$ cat config.mk
export PLATFORM = sky130hd
export DESIGN_NAME = cia_tod_ctrl
export DESIGN_NICKNAME = d
export VERILOG_FILES = /design/src/rtl/cia_tod_ctrl_pkg.sv /design/src/rtl/cia_tod_ctrl_bcd.sv /design/src/rtl/cia_tod_ctrl.sv
export SDC_FILE = /design/constraint.sdc
export NUM_CORES = 1
export LEC_CHECK = 0
export CORE_UTILIZATION = 43
export CTS_BUF_LIST = sky130_fd_sc_hd__clkbuf_8 sky130_fd_sc_hd__clkbuf_16
export CTS_CLUSTER_SIZE = 8
export DETAILED_ROUTE_END_ITERATION = 10
export GPL_TIMING_DRIVEN = 0
export PLACE_DENSITY_LB_ADDON = 0.12
export SETUP_SLACK_MARGIN = 0.02
export SLEW_MARGIN = 20
export SYNTH_ARGS = -nofsm -noshare
export SYNTH_HDL_FRONTEND = slang
export SYNTH_SLANG_ARGS = --single-unit
$ cat constraint.sdc
create_clock -name clk -period 5.05 [get_ports clk]
set_input_delay 1.515 -clock clk [delete_from_list [all_inputs] [get_ports clk]]
set_output_delay 1.515 -clock clk [all_outputs]
set_load 0.005 [all_outputs]
$ cat src/rtl/cia_tod_ctrl_pkg.sv
// Shared types and constants for the CIA time-of-day controller.
// Holds the packed BCD time record and the single-digit BCD increment rule.
package cia_tod_ctrl_pkg;

  typedef struct packed {
    logic       pm;
    logic [4:0] hr;
    logic [6:0] min;
    logic [6:0] sec;
    logic [3:0] tenths;
  } tod_t;

  typedef enum logic {ST_RUN, ST_HALT} halt_e;
  typedef enum logic {ST_LIVE, ST_LATCHED} latch_e;

  localparam logic [1:0] RS_TENTHS = 2'd0;
  localparam logic [1:0] RS_SEC    = 2'd1;
  localparam logic [1:0] RS_MIN    = 2'd2;
  localparam logic [1:0] RS_HR     = 2'd3;

  localparam logic [2:0] PRESC_60 = 3'd5;
  localparam logic [2:0] PRESC_50 = 3'd4;

  localparam tod_t TOD_RESET = '{pm: 1'b0, hr: 5'h01, min: 7'h00, sec: 7'h00, tenths: 4'h0};
  localparam tod_t TOD_ZERO  = '{pm: 1'b0, hr: 5'h00, min: 7'h00, sec: 7'h00, tenths: 4'h0};

  // {carry, digit}: 9 rolls to 0 with carry, anything else is a plain 4-bit +1.
  function automatic logic [4:0] bcd_digit_inc(input logic [3:0] d);
    if (d == 4'd9) return 5'b1_0000;
    return {1'b0, d + 4'd1};
  endfunction

endpackage

$ cat src/rtl/cia_tod_ctrl_bcd.sv
// Two-digit BCD field incrementer with terminal value; used for seconds and minutes.
module cia_tod_ctrl_bcd
  import cia_tod_ctrl_pkg::*;
#(
  parameter int W = 7
) (
  input  logic [W-1:0] value,
  input  logic [W-1:0] max,
  input  logic         carry_in,
  output logic [W-1:0] next,
  output logic         carry_out
);

  logic [4:0] lo;

  always_comb begin
    next      = value;
    carry_out = 1'b0;
    lo        = bcd_digit_inc(value[3:0]);
    if (carry_in) begin
      if (value == max) begin
        next      = '0;
        carry_out = 1'b1;
      end else begin
        next[3:0] = lo[3:0];
        if (lo[4]) next[W-1:4] = value[W-1:4] + 1'b1;
      end
    end
  end

endmodule

$ cat src/rtl/cia_tod_ctrl.sv
// CIA TOD controller: edge prescaler, BCD time-of-day counter, write-halt,
// read-latch and alarm-match interrupt.
module cia_tod_ctrl
  import cia_tod_ctrl_pkg::*;
#(
  parameter logic [7:0] RESET_HR = 8'h01
) (
  input  logic       clk,
  input  logic       res,
  input  logic       phi2_up,
  input  logic       tod_edge,
  input  logic       todin,
  input  logic       alarm_sel,
  input  logic [1:0] rs,
  input  logic       bus_we,
  input  logic       bus_re,
  input  logic [7:0] data_i,
  output logic [7:0] data_o,
  output logic       irq_alarm
);

  localparam tod_t TIME_INIT = '{pm: RESET_HR[7], hr: RESET_HR[4:0], min: TOD_RESET.min,
                                 sec: TOD_RESET.sec, tenths: TOD_RESET.tenths};

  tod_t       time_r, alarm_r, snap_r;
  tod_t       time_nx, alarm_nx, src;
  logic [2:0] presc;
  halt_e      halt_st;
  latch_e     latch_st;

  logic       time_wr, alarm_wr, presc_adv, presc_term, tick, latch_take;
  logic [4:0] ten_inc, hr_lo;
  logic [6:0] sec_nx, min_nx;
  logic       sec_c, min_c;
  logic [4:0] hr_nx;
  logic       pm_nx;

  function automatic tod_t write_field(input tod_t t, input logic [1:0] sel,
                                       input logic [7:0] d);
    tod_t r = t;
    case (sel)
      RS_TENTHS: r.tenths = d[3:0];
      RS_SEC:    r.sec    = d[6:0];
      RS_MIN:    r.min    = d[6:0];
      default: begin
        r.hr = d[4:0];
        r.pm = d[7];
      end
    endcase
    return r;
  endfunction

  assign time_wr    = bus_we & ~alarm_sel;
  assign alarm_wr   = bus_we & alarm_sel;
  assign presc_adv  = phi2_up & tod_edge & (halt_st == ST_RUN);
  assign presc_term = (presc == (todin ? PRESC_50 : PRESC_60));
  // A register write in the same cycle swallows the tick rather than deferring it.
  assign tick       = presc_adv & presc_term & ~time_wr;
  assign latch_take = bus_re & (rs == RS_HR) & (latch_st == ST_LIVE);
  assign ten_inc    = bcd_digit_inc(time_r.tenths);

  cia_tod_ctrl_bcd #(.W(7)) u_sec (
    .value    (time_r.sec),
    .max      (7'h59),
    .carry_in (tick & ten_inc[4]),
    .next     (sec_nx),
    .carry_out(sec_c)
  );

  cia_tod_ctrl_bcd #(.W(7)) u_min (
    .value    (time_r.min),
    .max      (7'h59),
    .carry_in (sec_c),
    .next     (min_nx),
    .carry_out(min_c)
  );

  // 12-hour sequence: 11->12 flips AM/PM, 12->01, otherwise a BCD step.
  always_comb begin
    hr_nx = time_r.hr;
    pm_nx = time_r.pm;
    hr_lo = bcd_digit_inc(time_r.hr[3:0]);
    if (min_c) begin
      if (time_r.hr == 5'h12) begin
        hr_nx = 5'h01;
      end else if (time_r.hr == 5'h11) begin
        hr_nx = 5'h12;
        pm_nx = ~time_r.pm;
      end else begin
        hr_nx[3:0] = hr_lo[3:0];
        if (hr_lo[4]) hr_nx[4] = ~time_r.hr[4];
      end
    end
  end

  always_comb begin
    time_nx  = time_r;
    alarm_nx = alarm_r;
    if (tick) begin
      time_nx.tenths = ten_inc[3:0];
      time_nx.sec    = sec_nx;
      time_nx.min    = min_nx;
      time_nx.hr     = hr_nx;
      time_nx.pm     = pm_nx;
    end
    if (time_wr)  time_nx  = write_field(time_r, rs, data_i);
    if (alarm_wr) alarm_nx = write_field(alarm_r, rs, data_i);
  end

  always_comb begin
    src = (latch_st == ST_LATCHED) ? snap_r : time_r;
    case (rs)
      RS_TENTHS: data_o = {4'h0, src.tenths};
      RS_SEC:    data_o = {1'b0, src.sec};
      RS_MIN:    data_o = {1'b0, src.min};
      default:   data_o = {src.pm, 2'b00, src.hr};
    endcase
  end

  always_ff @(posedge clk) begin
    if (!res) begin
      time_r    <= TIME_INIT;
      alarm_r   <= TOD_ZERO;
      presc     <= 3'd0;
      halt_st   <= ST_HALT;
      latch_st  <= ST_LIVE;
      irq_alarm <= 1'b0;
    end else begin
      time_r  <= time_nx;
      alarm_r <= alarm_nx;

      if (time_wr && rs == RS_TENTHS) presc <= 3'd0;
      else if (presc_adv)             presc <= presc_term ? 3'd0 : presc + 3'd1;

      if (time_wr && rs == RS_HR)          halt_st <= ST_HALT;
      else if (time_wr && rs == RS_TENTHS) halt_st <= ST_RUN;

      case (latch_st)
        ST_LIVE:    if (latch_take) latch_st <= ST_LATCHED;
        ST_LATCHED: if (bus_re && rs == RS_TENTHS) latch_st <= ST_LIVE;
        default:    latch_st <= ST_LIVE;
      endcase

      // Compare the values that become visible next cycle, so the pulse lands one clk after the change.
      irq_alarm <= (tick | bus_we) & (time_nx == alarm_nx);
    end
  end

  always_ff @(posedge clk) begin
    if (latch_take) snap_r <= time_r;
  end

endmodule
==> run metrics <==
number of cells on the worst reg-to-reg path=11; count of final max-slew check failures=0; capturing element type of the critical path=output port; combinational group share of total power=~14%; H-tree lvl count=3; flip-flop and latch count after synthesis=78; Top Ports=27; startpoint of the lowest-slack hold path=time_r[1]; synthesized instance count=~530; clock network fraction of design power=between 30% and 40%; final instance area=roughly 0.0054 mm^2; part of the power in registers=~47%; Synth top area share=roughly 23%; power density over cell area=around 270 mW/mm^2; clock transition at the registers of the reported paths=about 80 ps; clock tree skew after final layout=approximately 18 ps; buffers from clock root to sink, at most=2; count of vias placed by the detailed router=4223; Sw Ratio=between 20% and 30%; drt total wl=between 10 and 15 mm; power spent charging and discharging nets=0.390 mW; Mapped Avg Cell Area=around 9 um^2; Initial Utilization=between 40% and 50%; cell accounting for the most synthesized area=dfxtp_1; weighted congestion at the end of routability-driven global placement=between 0.9 and 1; portion of the post-synthesis area used by sequential elements=a little under two fifths; Critical-path top delay cell=mux4_2; Hold Path Stages=0; distinct cell type count of the synthesized netlist=65; initial antenna violation count=0; fraction of layout instances using a drive strength above 1=9.89%; Post-DP HPWL=between 10 and 15 mm; CP dominant cell by count=buf_6; fraction of synthesis flops using an asynchronous set or reset pin=0%; delay of the slowest cell on the worst path=around 500 ps; number of synthesized flops with an enable pin=24; number of filler instances in the final layout=about 1k; data arrival time of the critical path=around 3400 ps; Inserted Diodes=0; launch instance of the worst register-to-register path=time_r[4]; Final nets=588; worst flop-to-flop path endpoint=irq_alarm; number of global-route vias before repair=4117; number of input and output port buffers inserted=22; width of the die=between 100 and 150 um; number of hold violations in the final report=0; CTS sink cnt=78; Tmin final=approximately 4900 ps; Remaining DRCs=0; P_int=1.08 mW; antenna viol nets, final=0; leakage power of the design=a little over 2 nW; ordered cell list for the critical path=dlygate4sd2_1, buf_6, buf_6, mux4_2, mux2_2, clkdlybuf4s50_1; standard cell core area=0.0105 mm^2; number of placed cells counting well taps=roughly 700; Mapped Area=0.00471 mm^2; global-route wire length before repair=22.7 mm; top area cells in the synthesized netlist=dfxtp_1, edfxtp_1, mux2i_1, nor2_1, nand2_1; worst slew margin relative to its limit=28.5%; Vias/cell=around 6.0; length of the first detailed-routing pass in iterations=5; number of non-filler instances in the completed layout=702; predominant post-synthesis flop cell=dfxtp_1; P&R area growth vs syn=14.5%; CTS tree=built; Data required, critical path=3540 ps; net count of the mapped netlist=approximately 550; number of placement rows=37; path class of the lowest-slack min-delay path=reg -> reg; slew at the pin closest to its max-slew limit=1060 ps; Clock Tree Root=clkbuf_8; total congestion overflow=0; final worst hold slack=~440 ps; global router's overall resource usage=between 20% and 30%; post-detailed-placement cell area=between 0.005 and 0.006 mm^2; average wire per standard cell=~21 um; unrepaired setup endpoints after global routing=no; total setup violations reported at the end of the flow=0; setup repair bufs after CTS=0; crit start category=primary input; clock buffer count from CTS=9; pin count of the biggest net entering global routing=15; final critical-path share of the clock period=between 90% and 100%; Crit Path Class=in -> out; number of max-capacitance violations reported=0; largest vdd supply drop=0.134 mV; setup TNS=0 ps; achievable clock frequency=~200 MHz; maximum fanout count along the critical path=10; die boundary height=between 100 and 150 um; Yosys warning total=0; outcome=completed; setup slack of the worst register-to-register path=between 1000 and 1500 ps; die footprint=between 0.01 and 0.015 mm^2; Iteration-0 DRC Markers=approximately 340; endpoint of the worst hold path=snap_r[1]; Skew-Pair Late Insertion Delay=between 300 and 400 ps
final cells by class:
class | instances | area [um^2] | share of cell area (%)
Buffer | 30 | 165 | 3.06
Clock buffer | 9 | 124 | 2.29
Clock inverter | 7 | 121 | 2.25
Inverter | 14 | 52.6 | 0.973
Multi-Input combinational cell | 404 | 2730 | 50.6
Sequential cell | 78 | 1800 | 33.4
Tap cell | 136 | 170 | 3.15
Timing Repair Buffer | 24 | 233 | 4.31
worst max-delay path by stage:
stage / start / endpoint / depth (start not counted)
after floorplan: rs[0] / data_o[0] / 4
after global routing: rs[1] / data_o[1] / 6
final: rs[1] / data_o[1] / 6
after global placement: rs[0] / data_o[0] / 6
after detailed placement: rs[0] / data_o[0] / 6
after CTS: rs[0] / data_o[0] / 6
timing repair:
item | in CTS | in global routing
hold buffers | 0 | 0
setup endpoints to repair | 8 | 4
hold endpoints to repair | 0 | 0
gates resized for setup | 14 | 2
per-stage QoR:
step | setup WS [ps] | util (%) | power, mW
2_1_floorplan | 481 | - | 0.822
5_1_grt | 126 | 51.6 | 1.52
3_3_place_gp | -939 | 48.8 | 0.895
6_report | 182 | 51.6 | 1.47
4_1_cts | 54.2 | 51.7 | 1.48
3_5_place_dp | -928 | 49.0 | 0.899
cell usage after synthesis (all sizes together) (9+ instances only):
| cell | number |
|---|---|
| edfxtp | 24 |
| nor4 | 10 |
| xnor2 | 11 |
| nor2 | 65 |
| nand3 | 23 |
| ha | 9 |
| a211oi | 9 |
| o22ai | 10 |
| mux2i | 34 |
| a21oi | 21 |
| dfxtp | 54 |
| inv | 13 |
| and2 | 11 |
| xor2 | 15 |
| buf | 10 |
| nand2 | 50 |
| nor3 | 15 |
| clkbuf | 20 |
| o21ai | 17 |
worst max-delay path, delay by kind of cell:
family / cells / cell delay [ps]
buffers and inverters: 4 / 1060
multiplexers: 2 / 770
power by group through the flow:
stage | combinational (mW) | clock [mW] | sequential, mW
final | 0.206 | 0.581 | 0.685
after floorplan | 0.131 | 0 | 0.691
after detailed placement | 0.200 | 0 | 0.699
after global placement | 0.196 | 0 | 0.699
after CTS | 0.203 | 0.589 | 0.684
after global routing | 0.222 | 0.610 | 0.687
cells by family after synthesis:
logic type / Yosys count / synth area share [%]
muxes: 49 / 12.7
xor gates and xnor gates: 26 / 4.83
buffers and inverters: 44 / 3.93
AOI/OAI and AO/OA: 98 / 13.9
adders and majority gates: 10 / 2.60
DFF: 78 / 38.2
and+or+nand+nor: 221 / 23.8
flip-flops by register name (all words and copies together) (netlist names):
| register | count |
|---|---|
| alarm_r | 24 |
| snap_r | 24 |
| time_r | 24 |
| presc | 3 |
| halt_st | 1 |
| irq_alarm | 1 |
| latch_st | 1 |
per-layer routing:
layer | global-route usage [%] | vias up | part of all wire, %
li1 | - | 2000 | -
met3 | 3.28 | 25 | 6.8
met2 | 42.7 | 158 | 46
met4 | 9.00 | 0 | 1.9
met1 | 36.6 | 2040 | 45
met5 | 0 | - | 0
placed cells by master (no fill, tap or decap), types with 9 or more instances in the layout:
cell and instances:
a21oi_1 20, and2_1 11, clkbuf_1 19, clkbuf_8 10, clkdlybuf4s50_1 20, dfxtp_1 54
edfxtp_1 24, ha_1 9, inv_1 13, mux2i_1 34, nand2_1 50, nand3_1 23
nor2_1 65, nor3_1 12, o21ai_0 16, o22ai_1 10, xnor2_1 11, xor2_1 15
(Power assumes the default switching activity.)
==> patch (config.mk and constraints unchanged) <==
Add an input register stage for `rs`, without a reset; this delays it by one clock. The other inputs are not delayed to match.
--- a/src/rtl/cia_tod_ctrl.sv
+++ b/src/rtl/cia_tod_ctrl.sv
@@ -22,4 +22,10 @@
   localparam tod_t TIME_INIT = '{pm: RESET_HR[7], hr: RESET_HR[4:0], min: TOD_RESET.min,
                                  sec: TOD_RESET.sec, tenths: TOD_RESET.tenths};
+
+  logic [1:0] rs_q;
+
+  always_ff @(posedge clk) begin
+    rs_q <= rs;
+  end
 
   tod_t       time_r, alarm_r, snap_r;
@@ -57,5 +63,5 @@
   // A register write in the same cycle swallows the tick rather than deferring it.
   assign tick       = presc_adv & presc_term & ~time_wr;
-  assign latch_take = bus_re & (rs == RS_HR) & (latch_st == ST_LIVE);
+  assign latch_take = bus_re & (rs_q == RS_HR) & (latch_st == ST_LIVE);
   assign ten_inc    = bcd_digit_inc(time_r.tenths);
 
@@ -104,11 +110,11 @@
       time_nx.pm     = pm_nx;
     end
-    if (time_wr)  time_nx  = write_field(time_r, rs, data_i);
-    if (alarm_wr) alarm_nx = write_field(alarm_r, rs, data_i);
+    if (time_wr)  time_nx  = write_field(time_r, rs_q, data_i);
+    if (alarm_wr) alarm_nx = write_field(alarm_r, rs_q, data_i);
   end
 
   always_comb begin
     src = (latch_st == ST_LATCHED) ? snap_r : time_r;
-    case (rs)
+    case (rs_q)
       RS_TENTHS: data_o = {4'h0, src.tenths};
       RS_SEC:    data_o = {1'b0, src.sec};
@@ -130,13 +136,13 @@
       alarm_r <= alarm_nx;
 
-      if (time_wr && rs == RS_TENTHS) presc <= 3'd0;
+      if (time_wr && rs_q == RS_TENTHS) presc <= 3'd0;
       else if (presc_adv)             presc <= presc_term ? 3'd0 : presc + 3'd1;
 
-      if (time_wr && rs == RS_HR)          halt_st <= ST_HALT;
-      else if (time_wr && rs == RS_TENTHS) halt_st <= ST_RUN;
+      if (time_wr && rs_q == RS_HR)          halt_st <= ST_HALT;
+      else if (time_wr && rs_q == RS_TENTHS) halt_st <= ST_RUN;
 
       case (latch_st)
         ST_LIVE:    if (latch_take) latch_st <= ST_LATCHED;
-        ST_LATCHED: if (bus_re && rs == RS_TENTHS) latch_st <= ST_LIVE;
+        ST_LATCHED: if (bus_re && rs_q == RS_TENTHS) latch_st <= ST_LIVE;
         default:    latch_st <= ST_LIVE;
       endcase
Behaviour: not the same (Yosys sat finds a counterexample within 4 cycles, from zero or initial values).
==> patch against the original RTL <==
Worst setup slack better by 110 ps; synthesized area is 2.7% higher; total power is 3.1% lower; combinational power hardly changed; clock skew is 5.8 ps lower; cell area is 1.6% higher; clock power is 9.5% lower; sequential power is 2% higher; routed wire length is 11% higher; sequential cell count is 2 higher; largest cell class unchanged.
==> patch: results (changes against the original RTL) <==
----------------------------------------------------
[Finish]
  Fill cell count ... 1074 (+4.3%)
  Net total in the final layout ... 607 (+3.2%)
  Proportion of layout cells with a drive suffix above 1 ... 8.38% (-1.5 points)

[Synthesis]
  Number of unique standard cell types used by synthesis ... 73 (+12%)
  Cells after Synth ... 544 (+3.4%)
  Top cells by area in the synthesized netlist ... sky130_fd_sc_hd__dfxtp_1 (23%), sky130_fd_sc_hd__edfxtp_1 (15%), sky130_fd_sc_hd__mux2i_1 (5.8%)
  Post-synthesis sequential area ratio ... 38.0% (-0.18 points)
  Post-synthesis xor/xnor area fraction ... 3.05% (-1.8 points)
  Net count after synthesis ... 571 (+3.3%)
  Most frequent cells after synthesis ... sky130_fd_sc_hd__nor2_1 (65), sky130_fd_sc_hd__dfxtp_1 (56), sky130_fd_sc_hd__nand2_1 (46), sky130_fd_sc_hd__a21oi_1 (30), sky130_fd_sc_hd__mux2i_1 (28)
  Multiplexer share of the synthesized area ... 11.1% (-1.6 points)

[Global routing]
  Total track usage ... 29.3% (+2.8 points)
  First-pass GRT wire length ... 25000 um (+10%)
  Largest net degree at the start of global routing ... 14 (-1)
  Met3 Use GR ... 4.70% (+1.4 points)
  Met1 track demand over resource ... 40.5% (+3.9 points)
  Via count of the first global-routing pass ... 4326 (+5.1%)

[Pwr]
  Power density over the cells ... 260 nW/um^2 (-4.6%)
  Worst vdd rail ir drop ... 0.155 mV (+16%)
  P_leak ... 0.00199 uW (-1.8%)

[Clock tree]
  # resized after CTS ... 0 (-14)

[Worst setup path]
  Arrival time at the worst endpoint ... 5020 ps (+1670 ps)
  CP Max Fanout ... 10 (unchanged)
  Delay of the slowest cell on the worst path ... 690 ps (+190 ps)
  Reg-to-reg startpoint ... time_r[5]$_SDFF_PN0_
  Worst-path cell with the longest stage delay ... sky130_fd_sc_hd__nor3_1
  R2R depth ... 12 (+1)
  FF-to-FF setup slack ... 1250 ps (-200 ps)

[Placed design]
  Placer Congestion ... 0.932 (+1.9%)
  Pre-CTS setup slack ... -244 ps (+684 ps)
  Total of buffers placed on input and output ports ... 23 (+4.5%)
  Area of placed instances ... 5270 sq um (+2.8%)
  Detailed placer's ending HPWL ... 11900 um (+10%)

[Routing]
  Top routing layer used ... met4
  Routed length per placed instance ... 22.2 um (+7.7%)
  Met2 wire len ... 7250 um (+9.5%)
  Routed metal-1 wirelength ... 7190 um (+9.6%)
  Count of vias placed by the detailed router ... 4551 (+7.8%)
  Drt via density ... 6.28 (+4.3%)
  DR WL met3 ... 1210 um (+22%)
  Initial detailed-routing violation count ... 394 (+16%)

[STA]
  Hold WS ... 435 ps (-5.63 ps)
  Final worst clock skew ... 12.4 ps (-5.84 ps)
  Headroom to the max-slew limit ... 46.8% (+18 points)

[Status]
  Status ... completed

[Worst hold path]
  Endpoint of the worst hold path ... snap_r[21]$_DFFE_PP_

[Die]
  Starting utilization of the core area ... 44.5% (-0.59 points)

----------------------------------------------------
==> patch: cell count changes after synthesis, sizes merged, moves of 5 or more <==
cell | unedited run | this run
xor2 | 15 | 9
a211oi | 9 | 3
mux2i | 34 | 28
nand3b | 3 | 8
nand4 | 5 | 12
clkbuf | 20 | 26
nand3 | 23 | 12
o21ai | 17 | 23
a21oi | 21 | 30
==> patch: logic make-up after synthesis <==
| kind of cell | after synthesis |
|---|---|
| and+or+nand+nor | 233 |
| AOI/OAI and AO/OA | 116 |
| DFF | 80 |
| buffers and inverters | 47 |
| muxes | 43 |
| xor gates and xnor gates | 16 |
| adders and majority gates | 9 |
==> patch: worst max-delay path, delay by kind of cell <==
family	cells	cell delay [ps]
AOI/OAI and AO/OA	2	820
buffers and inverters	3	1010
and+or+nand+nor	6	1680
==> patch: area by class of cell <==
class	instances	share of cell area (%)
Buffer	36	2.60
Clock buffer	9	2.26
Clock inverter	7	1.57
Inverter	11	0.752
Multi-Input combinational cell	417	51.5
Sequential cell	80	33.6
Tap cell	140	3.19
Timing Repair Buffer	25	4.54
==> patch: worst max path at each step <==
stage	from	to	slack (ps)	cells after the start
2_1_floorplan	phi2_up	irq_alarm$_SDFF_PN0_	1270	10
3_3_place_gp	alarm_sel	irq_alarm$_SDFF_PN0_	-190	11
3_5_place_dp	alarm_sel	irq_alarm$_SDFF_PN0_	-240	11
4_1_cts	alarm_sel	irq_alarm$_SDFF_PN0_	120	11
5_1_grt	phi2_up	irq_alarm$_SDFF_PN0_	110	11
6_report	phi2_up	irq_alarm$_SDFF_PN0_	290	11
==> patch: report_power, final <==
part	switching, uW	internal [uW]	leakage, uW
Clock	250	275	0.000112
Combinational	122	83.4	0.00120
Sequential	17.4	678	0.000680
